File: src/rtl/modn_updown_counter.sv
// modn_updown_counter: modulo-m up/down counter with a runtime-programmable
// modulus, enable prescaler, synchronous clear/load, a terminal-count pulse
// and a sticky overflow flag.
//
// Ports:
//   clk, rst_n        clock (rising edge), asynchronous active-low reset
//   en                count enable; low freezes count and prescaler
//   up_dn             1 = count up, 0 = count down
//   clr               synchronous clear of count and prescaler
//   load, load_val    synchronous load (clamped to m-1)
//   mod_we, mod_val   write new modulus (values below 2 clamp to 2)
//   presc             step once every presc+1 enabled cycles
//   ovf_clr           clear sticky overflow flag (a coincident wrap wins)
//   count             current count, 0..m-1
//   modulus           current modulus m
//   tc                one-cycle pulse on the edge a wrap occurs
//   ovf               sticky wrap flag
module modn_updown_counter #(
   parameter int unsigned WIDTH       = 8,
   parameter int unsigned MOD_DEFAULT = 6,
   parameter int unsigned PRESCALE_W  = 4
) (
   input  logic                  clk,
   input  logic                  rst_n,
   input  logic                  en,
   input  logic                  up_dn,
   input  logic                  clr,
   input  logic                  load,
   input  logic [WIDTH-1:0]      load_val,
   input  logic                  mod_we,
   input  logic [WIDTH-1:0]      mod_val,
   input  logic [PRESCALE_W-1:0] presc,
   input  logic                  ovf_clr,
   output logic [WIDTH-1:0]      count,
   output logic [WIDTH-1:0]      modulus,
   output logic                  tc,
   output logic                  ovf
);

   localparam logic [WIDTH-1:0] MOD_RST = WIDTH'(MOD_DEFAULT);
   localparam logic [WIDTH-1:0] MOD_MIN = WIDTH'(2);

   logic [PRESCALE_W-1:0] presc_cnt;
   logic [PRESCALE_W-1:0] presc_cnt_nxt;
   logic [WIDTH-1:0]      count_nxt;
   logic [WIDTH-1:0]      modulus_nxt;
   logic [WIDTH-1:0]      mod_top;
   logic                  tick;
   logic                  wrap;
   logic                  ovf_nxt;

   // m-1 is safe at WIDTH bits because m is never below 2
   assign mod_top = modulus - WIDTH'(1);
   assign tick    = en && (presc_cnt == presc);

   // Next-state: clr > mod_we > load > tick step > hold
   always_comb begin
      count_nxt     = count;
      modulus_nxt   = modulus;
      presc_cnt_nxt = presc_cnt;
      wrap          = 1'b0;

      if (en) begin
         presc_cnt_nxt = tick ? '0 : presc_cnt + PRESCALE_W'(1);
      end

      // Modulus write is honoured even when clr also wins the count
      if (mod_we) begin
         modulus_nxt = (mod_val < MOD_MIN) ? MOD_MIN : mod_val;
      end

      if (clr || mod_we) begin
         count_nxt     = '0;
         presc_cnt_nxt = '0;
      end else if (load) begin
         count_nxt     = (load_val < modulus) ? load_val : mod_top;
         presc_cnt_nxt = '0;
      end else if (tick) begin
         if (up_dn) begin
            if (count == mod_top) begin
               count_nxt = '0;
               wrap      = 1'b1;
            end else begin
               count_nxt = count + WIDTH'(1);
            end
         end else begin
            if (count == '0) begin
               count_nxt = mod_top;
               wrap      = 1'b1;
            end else begin
               count_nxt = count - WIDTH'(1);
            end
         end
      end

      // Set on wrap dominates a coincident clear request
      ovf_nxt = wrap ? 1'b1 : (ovf_clr ? 1'b0 : ovf);
   end

   // State registers
   always_ff @(posedge clk or negedge rst_n) begin
      if (!rst_n) begin
         count     <= '0;
         modulus   <= MOD_RST;
         presc_cnt <= '0;
         tc        <= 1'b0;
         ovf       <= 1'b0;
      end else begin
         count     <= count_nxt;
         modulus   <= modulus_nxt;
         presc_cnt <= presc_cnt_nxt;
         tc        <= wrap;
         ovf       <= ovf_nxt;
      end
   end

endmodule

File: config.mk
export PLATFORM = sky130hd
export DESIGN_NAME = modn_updown_counter
export DESIGN_NICKNAME = d
export VERILOG_FILES = /design/src/rtl/modn_updown_counter.sv
export SDC_FILE = /design/constraint.sdc
export NUM_CORES = 1
export LEC_CHECK = 0
export CAP_MARGIN = 0
export CORE_ASPECT_RATIO = 1.2
export CORE_MARGIN = 2
export CORE_UTILIZATION = 30
export DETAILED_ROUTE_END_ITERATION = 8
export PLACE_DENSITY = 0.53
export SYNTH_ARGS = -nofsm -noshare
export SYNTH_HDL_FRONTEND = slang
export SYNTH_SLANG_ARGS = --single-unit
File: constraint.sdc
create_clock -name clk -period 4.25 [get_ports clk]
set_clock_uncertainty 0.15 [all_clocks]
set_input_delay 1.0625 -clock clk [delete_from_list [all_inputs] [get_ports clk]]
set_output_delay 1.0625 -clock clk [all_outputs]
set_load 0.005 [all_outputs]
==> results.ini, run 1 <==
[status]
status=finished, final reports clean

[layout]
stdcell_area_sq_um=2850
n_antenna_cell=0
multi_input_area_sq_um=1560
nFillCells=764
area_growth_pct=26.3
finalNetCount=355
utilization_pct=39.1
seq_area_sq_um=553
layout-drive-gt1-share_pct=6.69

[pwr]
internal_power_uw=488
powerDensity_nw_per_um2=270
switching_share_pct=36.6
p_leak_uw=0.00113
pwr-share-clk_pct=27.4
power_frac_seq_pct=33.1
irDropWorstVdd_mv=0.129
switchingPower_uw=282
pwr-share-comb_pct=39.5

[sta]
final.period_utilization_pct=76.5
worst_slew_pin_slew_ns=0.742
slew_viol_final=0
setup_tns_ns=0
layout_min_cycle_time_ns=3.25
setup-violations-final=0
holdWs_ns=0.370
fmax_mhz=307
hold_viol=0
slew_headroom_pct=50.2
rsz0062_at_grt=no

[clocking]
holdBufCountCts=0
cts.clk_slew.worst_paths_ns=0.09
htree_levels=1
clockBufferDepth=2
cts_tree=done
post_cts_buffers=0
clkLatencyLatePin_ns=0.28
cts_buffers=3
cts_sinks=22
root_buffer=clkbuf_8
cts_resized=0

[synthesis]
synth_area_sq_um=2250
async_reset_ff_share_pct=100
syn-num-nets=317
synth_most_common_cell=nand2_1
synth_top_area_share_pct=22.2
synth_warnings=0
yosys_register_bits=22
synthTopCellsByCount=nand2_1, dfrtp_1, inv_1, nor2_1, o21ai_0
ys.flop_type=dfrtp_1
ys_seq_area_share_pct=24.5
synth_cell_types=63
ys_top_cells_by_area=dfrtp_1, ha_1, xnor2_1, xor2_1, nand2_1
avgSynthCellArea_sq_um=8.14
synth_edf_count=0
synthCells=277
synth_top_area_cell=dfrtp_1

[detailed_routing]
drt-initial-drc-count=209
vias_per_cell=5.72
drtPass1Iterations=5
wire_per_inst_microns=18.6
vias=2312
antenna_left=0
post-route-drc-count=0
drt-total-wl_microns=7530

[floorplan]
coreArea_sq_um=7270
die_w_microns=83.1
die_h_microns=99.0
rows=34
start_util_pct=31.0
ioPinCount=46
dieArea_sq_um=8230

[critical_path]
worstSetupPathType=input port to flop
start_kind=input port
critPathArrivalTime_ns=3.28
crit_path_end_kind=flop
crit_path_max_fanout=6
critPathRequiredTime_ns=4.28

[global_route]
antenna_found_initial=0
grt_pass1_vias=2384
grt_max_degree=23
grt_pass1_wl_microns=12400
grt_overflow=0
grt_usage_pct=18.6

[placed_design]
io_buffers=45
hpwl_microns=5850
placed_area_sq_um=2780
gp_congestion=0.942

[run]
cap_viol_max_count=0

[min_path]
hold_path.class=flop to flop

==> logic make-up (layout without fill, tap and decap cells) <==
kind of cell,count (synthesis),in the layout,share of synthesized area [%]
AOI/OAI and AO/OA,73,73,23.3
DFF,22,22,24.5
muxes,5,5,2.33
xor gates and xnor gates,27,27,11.8
buffers and inverters,35,72,6.49
adders and majority gates,12,12,6.66
and+or+nand+nor,103,103,25.0
==> routing by layer <==
layer	global-route usage, %	up-vias	part of all wire, %
met2	34.3	109	50
li1	-	1101	-
met4	6.05	0	2.7
met1	22.3	1085	42
met3	2.26	17	6.0
met5	0	-	0
==> power by group through the flow <==
stage          combinational [uW]  sequential (uW)  clock [uW]
4_1_cts                       302              255         214
6_report                      304              255         211
2_1_floorplan                 202              240           0
3_3_place_gp                  301              259           0
3_5_place_dp                  301              259           0
5_1_grt                       334              259         221
==> flip-flops by register name (all words and copies together) (netlist names) <==
signal / flops
tc: 1
ovf: 1
count: 8
presc_cnt: 4
modulus: 8
==> path summary, 6_finish.rpt <==
check / depth (start not counted) / startpoint / end / slack (ns)
worst max-delay path: 7 / presc[1] / count[3] / 1.0
worst min-delay path: 1 / ovf / ovf / 0.37
worst max register to register: 8 / count[0] / count[5] / 1.47
worst min register to register: 1 / ovf / ovf / 0.37
max in group asynchronous: 2 / rst_n / modulus[1] / 2.65
min in group asynchronous: 2 / rst_n / count[0] / 0.98
==> final cells by class <==
type	instances	area share, %
sequential	22	19.4
inverter	18	2.37
multi-input combinational	220	54.6
clock buffer	3	1.45
clock inverter	1	1.05
tap	90	3.95
timing repair buffer	50	17.1
==> placed cells by master, fill, tap and decap left out, types with 5 or more instances in the layout <==
cell type,instances
nor2_1,16
xnor2_1,15
o21ai_0,16
xor2_1,10
buf_4,5
dfrtp_1,20
a21oi_1,7
ha_1,12
and2_1,5
nor3_1,14
nand2_1,23
a211oi_1,5
inv_1,18
nand3_1,7
clkdlybuf4s50_1,45
o211ai_1,7
nand4_1,6
==> worst max-delay path: stages <==
cell and delay [ns]:
clkdlybuf4s50_1 0.41, xor2_1 0.18, nor3_1 0.48, nand3_1 0.19
a21boi_0 0.54, o2111ai_1 0.24, o211ai_1 0.17
==> per-stage QoR <==
| stage | std cells | total power, uW | setup slack (ns) |
|---|---|---|---|
| global placement | 400 | 560 | 0.743 |
| global route | 404 | 815 | 0.823 |
| detailed placement | 400 | 560 | 0.707 |
| CTS | 404 | 771 | 1.01 |
| finish | 404 | 770 | 0.997 |
| floorplan | 277 | 442 | 1.38 |
Note: power is estimated with default switching activity, not from simulation.
==> run 2, diff against run 1 <==
--- a/config.mk
+++ b/config.mk
@@ -10,7 +10,7 @@
 export CORE_MARGIN = 2
 export CORE_UTILIZATION = 30
 export DETAILED_ROUTE_END_ITERATION = 8
-export PLACE_DENSITY = 0.53
+export PLACE_DENSITY = 0.55
 export SYNTH_ARGS = -nofsm -noshare
 export SYNTH_HDL_FRONTEND = slang
 export SYNTH_SLANG_ARGS = --single-unit
==> constraint.sdc (replaced) <==
create_clock -name clk -period 2.8 [get_ports clk]
set_clock_uncertainty 0.15 [all_clocks]
set_input_delay 0.7 -clock clk [delete_from_list [all_inputs] [get_ports clk]]
set_output_delay 0.7 -clock clk [all_outputs]
set_load 0.005 [all_outputs]
==> run 2 against run 1 <==
Critical path depth up 2. Combinational power up 87%. Power up 64%. Die area unchanged. Global-route usage up 0.51 points. Critical endpoint is now count[0]. Highest routed layer unchanged.
==> results.ini, run 2 (synthesized netlist as in run 1, its figures left out) <==
[status]
status=finished, final reports clean

[clocking]
cts_sinks=22
clockBufferDepth=2
cts.clk_slew.worst_paths_ns=0.09
cts_buffers=3
holdBufCountCts=0
cts_tree=done
root_buffer=clkbuf_8
post_cts_buffers=0
clkLatencyLatePin_ns=0.27
htree_levels=1

[critical_path]
critPathRequiredTime_ns=2.82
slowest_stage=clkdlybuf4s50_1
slowest_delay_ns=0.45
crit_buf_inv=2
crit_path_end_kind=flop
critPathArrivalTime_ns=2.71
crit_path_max_fanout=7
cp_top_family=compound AO/OA/AOI/OAI gates
crit_chain=clkdlybuf4s50_1 -> ha_1 -> a21oi_1 -> o21ai_2 -> buf_4 -> a21o_2 -> a31oi_1 -> o311ai_0 -> a31o_2
worstSetupPathType=input port to flop
r2r_slack_ns=0.18
start_kind=input port

[layout]
top_regs=count x8, modulus x8, presc_cnt x4
utilization_pct=44.5
area_growth_pct=43.6
layout-drive-gt1-share_pct=20.7
stdcell_count=453
final_common_cell=buf_4
finalNetCount=404
nFillCells=743
n_antenna_cell=0
mostFrequentLayoutCells=buf_4, clkdlybuf4s50_1, nand2_1

[sta]
rsz0062_at_grt=no
hold_viol=0
layout_min_cycle_time_ns=2.69
slew_viol_final=0
slew_headroom_pct=64.8
worst_slew_pin_slew_ns=0.521
final.period_utilization_pct=96.0
setup-violations-final=0
fmax_mhz=372

[detailed_routing]
post-route-drc-count=0
wire_per_inst_microns=17.5
drtPass1Iterations=5
dr.max_layer_used=met4
drt-initial-drc-count=153
vias=2523
wl_met3_microns=409
antenna_left=0
drt-total-wl_microns=7940
wl_met1_microns=3090
vias_per_cell=5.57
met2_length_microns=4200

[min_path]
hold_path.class=flop to flop

[global_route]
grt_pass1_vias=2535
grt_pass1_wl_microns=12600
antenna_found_initial=0
grt_max_degree=23
grt_overflow=0
grt_usage_pct=19.1

[floorplan]
die_h_microns=99.0
start_util_pct=31.0
coreArea_sq_um=7270
ioPinCount=46
dieArea_sq_um=8230
rows=34
die_w_microns=83.1

[placed_design]
hpwl_microns=6470
io_buffers=45
dp.cells=449
gp_congestion=0.949

[pwr]
p_total_uw=1260
irDropWorstVdd_mv=0.306
powerDensity_nw_per_um2=390
p_leak_uw=0.00137

[run]
cap_viol_max_count=0

[run 2: path summary, 6_finish.rpt]
check	from	endpoint	depth (start not counted)
worst min register to register	ovf	ovf	1
worst min-delay path	ovf	ovf	1
max in group asynchronous	rst_n	modulus[2]	2
worst max-delay path	load_val[4]	count[0]	9
min in group asynchronous	rst_n	modulus[6]	2
worst max register to register	modulus[1]	count[0]	8
[run 2: per-layer routing]
layer / vias up / track usage (%)
met2: 119 / 36.8
met5: - / 0
met4: 0 / 7.19
met3: 19 / 2.09
li1: 1201 / -
met1: 1184 / 21.4
[run 2: power by group]
part	total [uW]	switching [uW]	internal [uW]	leakage, uW
registers	376	37.8	338	0.000287
clock network	317	126	191	0.0000357
logic	569	284	284	0.00105
total	1260	448	813	0.00137
[run 2: repair_timing]
action / CTS / global route
gates cloned: 0 / 0
resized for setup: 1 / 6
pin swaps: 0 / 2
endpoints found under the setup margin: 1 / 8
endpoints found under the hold margin: 0 / 0
[run 2: through the flow]
| step | worst slack [ns] | setup TNS [ns] | cell area (sq um) | hold WS, ns |
|---|---|---|---|---|
| 2_1_floorplan | 0.294 | 0 | 2250 | 0.254 |
| 3_3_place_gp | -0.278 | -1.75 | 3140 | 0.348 |
| 3_5_place_dp | -0.305 | -2.03 | 3140 | 0.360 |
| 4_1_cts | 0.0358 | 0 | 3220 | 0.382 |
| 5_1_grt | 0.0160 | 0 | 3240 | 0.398 |
| 6_report | 0.112 | 0 | 3240 | 0.367 |
[run 2: area by class of cell]
| class | instances | area (sq um) | share of cell area (%) |
|---|---|---|---|
| Tap cell | 90 | 113 | 3.48 |
| Clock buffer | 3 | 41.3 | 1.28 |
| Multi-Input combinational cell | 220 | 1580 | 48.7 |
| Inverter | 18 | 67.6 | 2.09 |
| Clock inverter | 1 | 30.0 | 0.928 |
| Timing Repair Buffer | 99 | 856 | 26.4 |
| Sequential cell | 22 | 553 | 17.1 |
==> run 3, diff against run 2 <==
--- a/config.mk
+++ b/config.mk
@@ -10,7 +10,8 @@
 export CORE_MARGIN = 2
 export CORE_UTILIZATION = 30
 export DETAILED_ROUTE_END_ITERATION = 8
-export PLACE_DENSITY = 0.55
+export DONT_BUFFER_PORTS = 1
+export PLACE_DENSITY = 0.46
 export SYNTH_ARGS = -nofsm -noshare
 export SYNTH_HDL_FRONTEND = slang
 export SYNTH_SLANG_ARGS = --single-unit
==> constraint.sdc (replaced) <==
create_clock -name clk -period 3.15 [get_ports clk]
set_clock_uncertainty 0.15 [all_clocks]
set_input_delay 0.7875 -clock clk [delete_from_list [all_inputs] [get_ports clk]]
set_output_delay 0.7875 -clock clk [all_outputs]
set_load 0.005 [all_outputs]
==> run 3 against run 2 <==
Via count decreased by 15%. Critical path type is now flop to flop. Count of clock-buffer cells in the layout unchanged. Cell count decreased by 19%. Power decreased by 23%. Utilization decreased by 11 points. Largest cell class unchanged. Largest power group unchanged. Global-route usage decreased by 0.18 points. Worst setup slack improved by 0.23 ns. Highest routed layer unchanged. Die area unchanged.
==> results.ini, run 3 (synthesized netlist as in run 1, its figures left out) <==
[sta]
setup_tns_ns=0
fmax_mhz=356
final.period_utilization_pct=89.3
slew_viol_final=0
holdWs_ns=0.0462
rsz0062_at_grt=no
setup-violations-final=0
worst_slew_pin_slew_ns=0.690
hold_viol=0
layout_min_cycle_time_ns=2.81
slew_headroom_pct=53.6

[clocking]
post_cts_buffers=0
cts_buffers=3
cts_tree=done
clockBufferDepth=2
cts_resized=0
root_buffer=clkbuf_8
cts.clk_slew.worst_paths_ns=0.09
holdBufCountCts=0
clkLatencyLatePin_ns=0.27
cts_sinks=22
htree_levels=1

[global_route]
grt_max_degree=23
grt_pass1_wl_microns=12400
grt_pass1_vias=2316
antenna_found_initial=0
grt_overflow=0
grt_usage_pct=18.9

[floorplan]
die_h_microns=99.0
coreArea_sq_um=7270
start_util_pct=31.0
dieArea_sq_um=8230
rows=34
ioPinCount=46
die_w_microns=83.1

[placed_design]
hpwl_microns=6200
dp.cells=361
io_buffers=0
gp_congestion=0.911

[critical_path]
critPathRequiredTime_ns=3.17
start_kind=flop
crit_path_end_kind=flop
worstSetupPathType=flop to flop
crit_path_max_fanout=6
critPathArrivalTime_ns=2.83

[detailed_routing]
wire_per_inst_microns=21.0
drt-total-wl_microns=7670
antenna_left=0
drtPass1Iterations=4
drt-initial-drc-count=83
vias=2146
vias_per_cell=5.88
post-route-drc-count=0

[layout]
n_antenna_cell=0
mostFrequentLayoutCells=nand2_1, dfrtp_1, inv_1
finalNetCount=316
nFillCells=780
area_growth_pct=8.32
final_common_cell=nand2_1
top_regs=count x8, modulus x8, presc_cnt x4
layout-drive-gt1-share_pct=9.82
stdcell_count=365

[status]
status=finished, final reports clean

[pwr]
p_leak_uw=0.000987
powerDensity_nw_per_um2=396
irDropWorstVdd_mv=0.161

[min_path]
hold_path.class=input port to asynchronous set/reset pin

[run]
cap_viol_max_count=0

run 3: power breakdown:
group          internal [uW]  switching, uW  leakage, uW  total, uW
Combinational            149            204     0.000665        353
Sequential               300           33.0     0.000287        333
Clock                    170            110    0.0000357        280
Total                    620            347     0.000987        967
run 3: critical path: stages, from the launching register on:
cell      delay, ns
dfstp_2        0.60
inv_1          0.08
ha_1           0.36
xnor2_1        0.15
a311oi_1       0.34
and3_1         0.25
nand3_2        0.19
or3_1          0.37
a31o_2         0.21
run 3: final timing paths:
path                       slack [ns]  cells past startpoint    endpoint        from
max in group asynchronous        2.63                      0  modulus[2]       rst_n
min                              0.05                      0  modulus[5]       rst_n
min reg2reg                      0.40                      1         ovf         ovf
max reg2reg                      0.34                      8    count[0]  modulus[1]
max                              0.34                      8    count[0]  modulus[1]
min in group clk                 0.40                      1         ovf         ovf
run 3: layout make-up:
type,instances,area (sq um),area share [%]
Multi-Input combinational cell,220,1560,63.7
Sequential cell,22,553,22.6
Tap cell,90,113,4.61
Timing Repair Buffer,11,82.6,3.38
Inverter,18,67.6,2.77
Clock buffer,3,41.3,1.69
Clock inverter,1,30.0,1.23
run 3: stage by stage:
stage               setup WS, ns  utilization, %  total power [uW]  cell area (sq um)
global route               0.197            33.6              1030               2440
detailed placement         0.310            32.6               690               2370
global placement           0.352            32.6               693               2370
floorplan                  0.556               -               596               2250
finish                     0.338            33.6               967               2440
CTS                        0.348            33.6               969               2440
run 3: metal layers:
metal  vias up  global-route usage (%)  part of all wire [%]
met4         0                    8.45                   4.2
li1       1029                       -                     -
met3        22                    2.35                   5.5
met2        78                    33.9                    50
met5         -                       0                     0
met1      1017                    22.6                    40
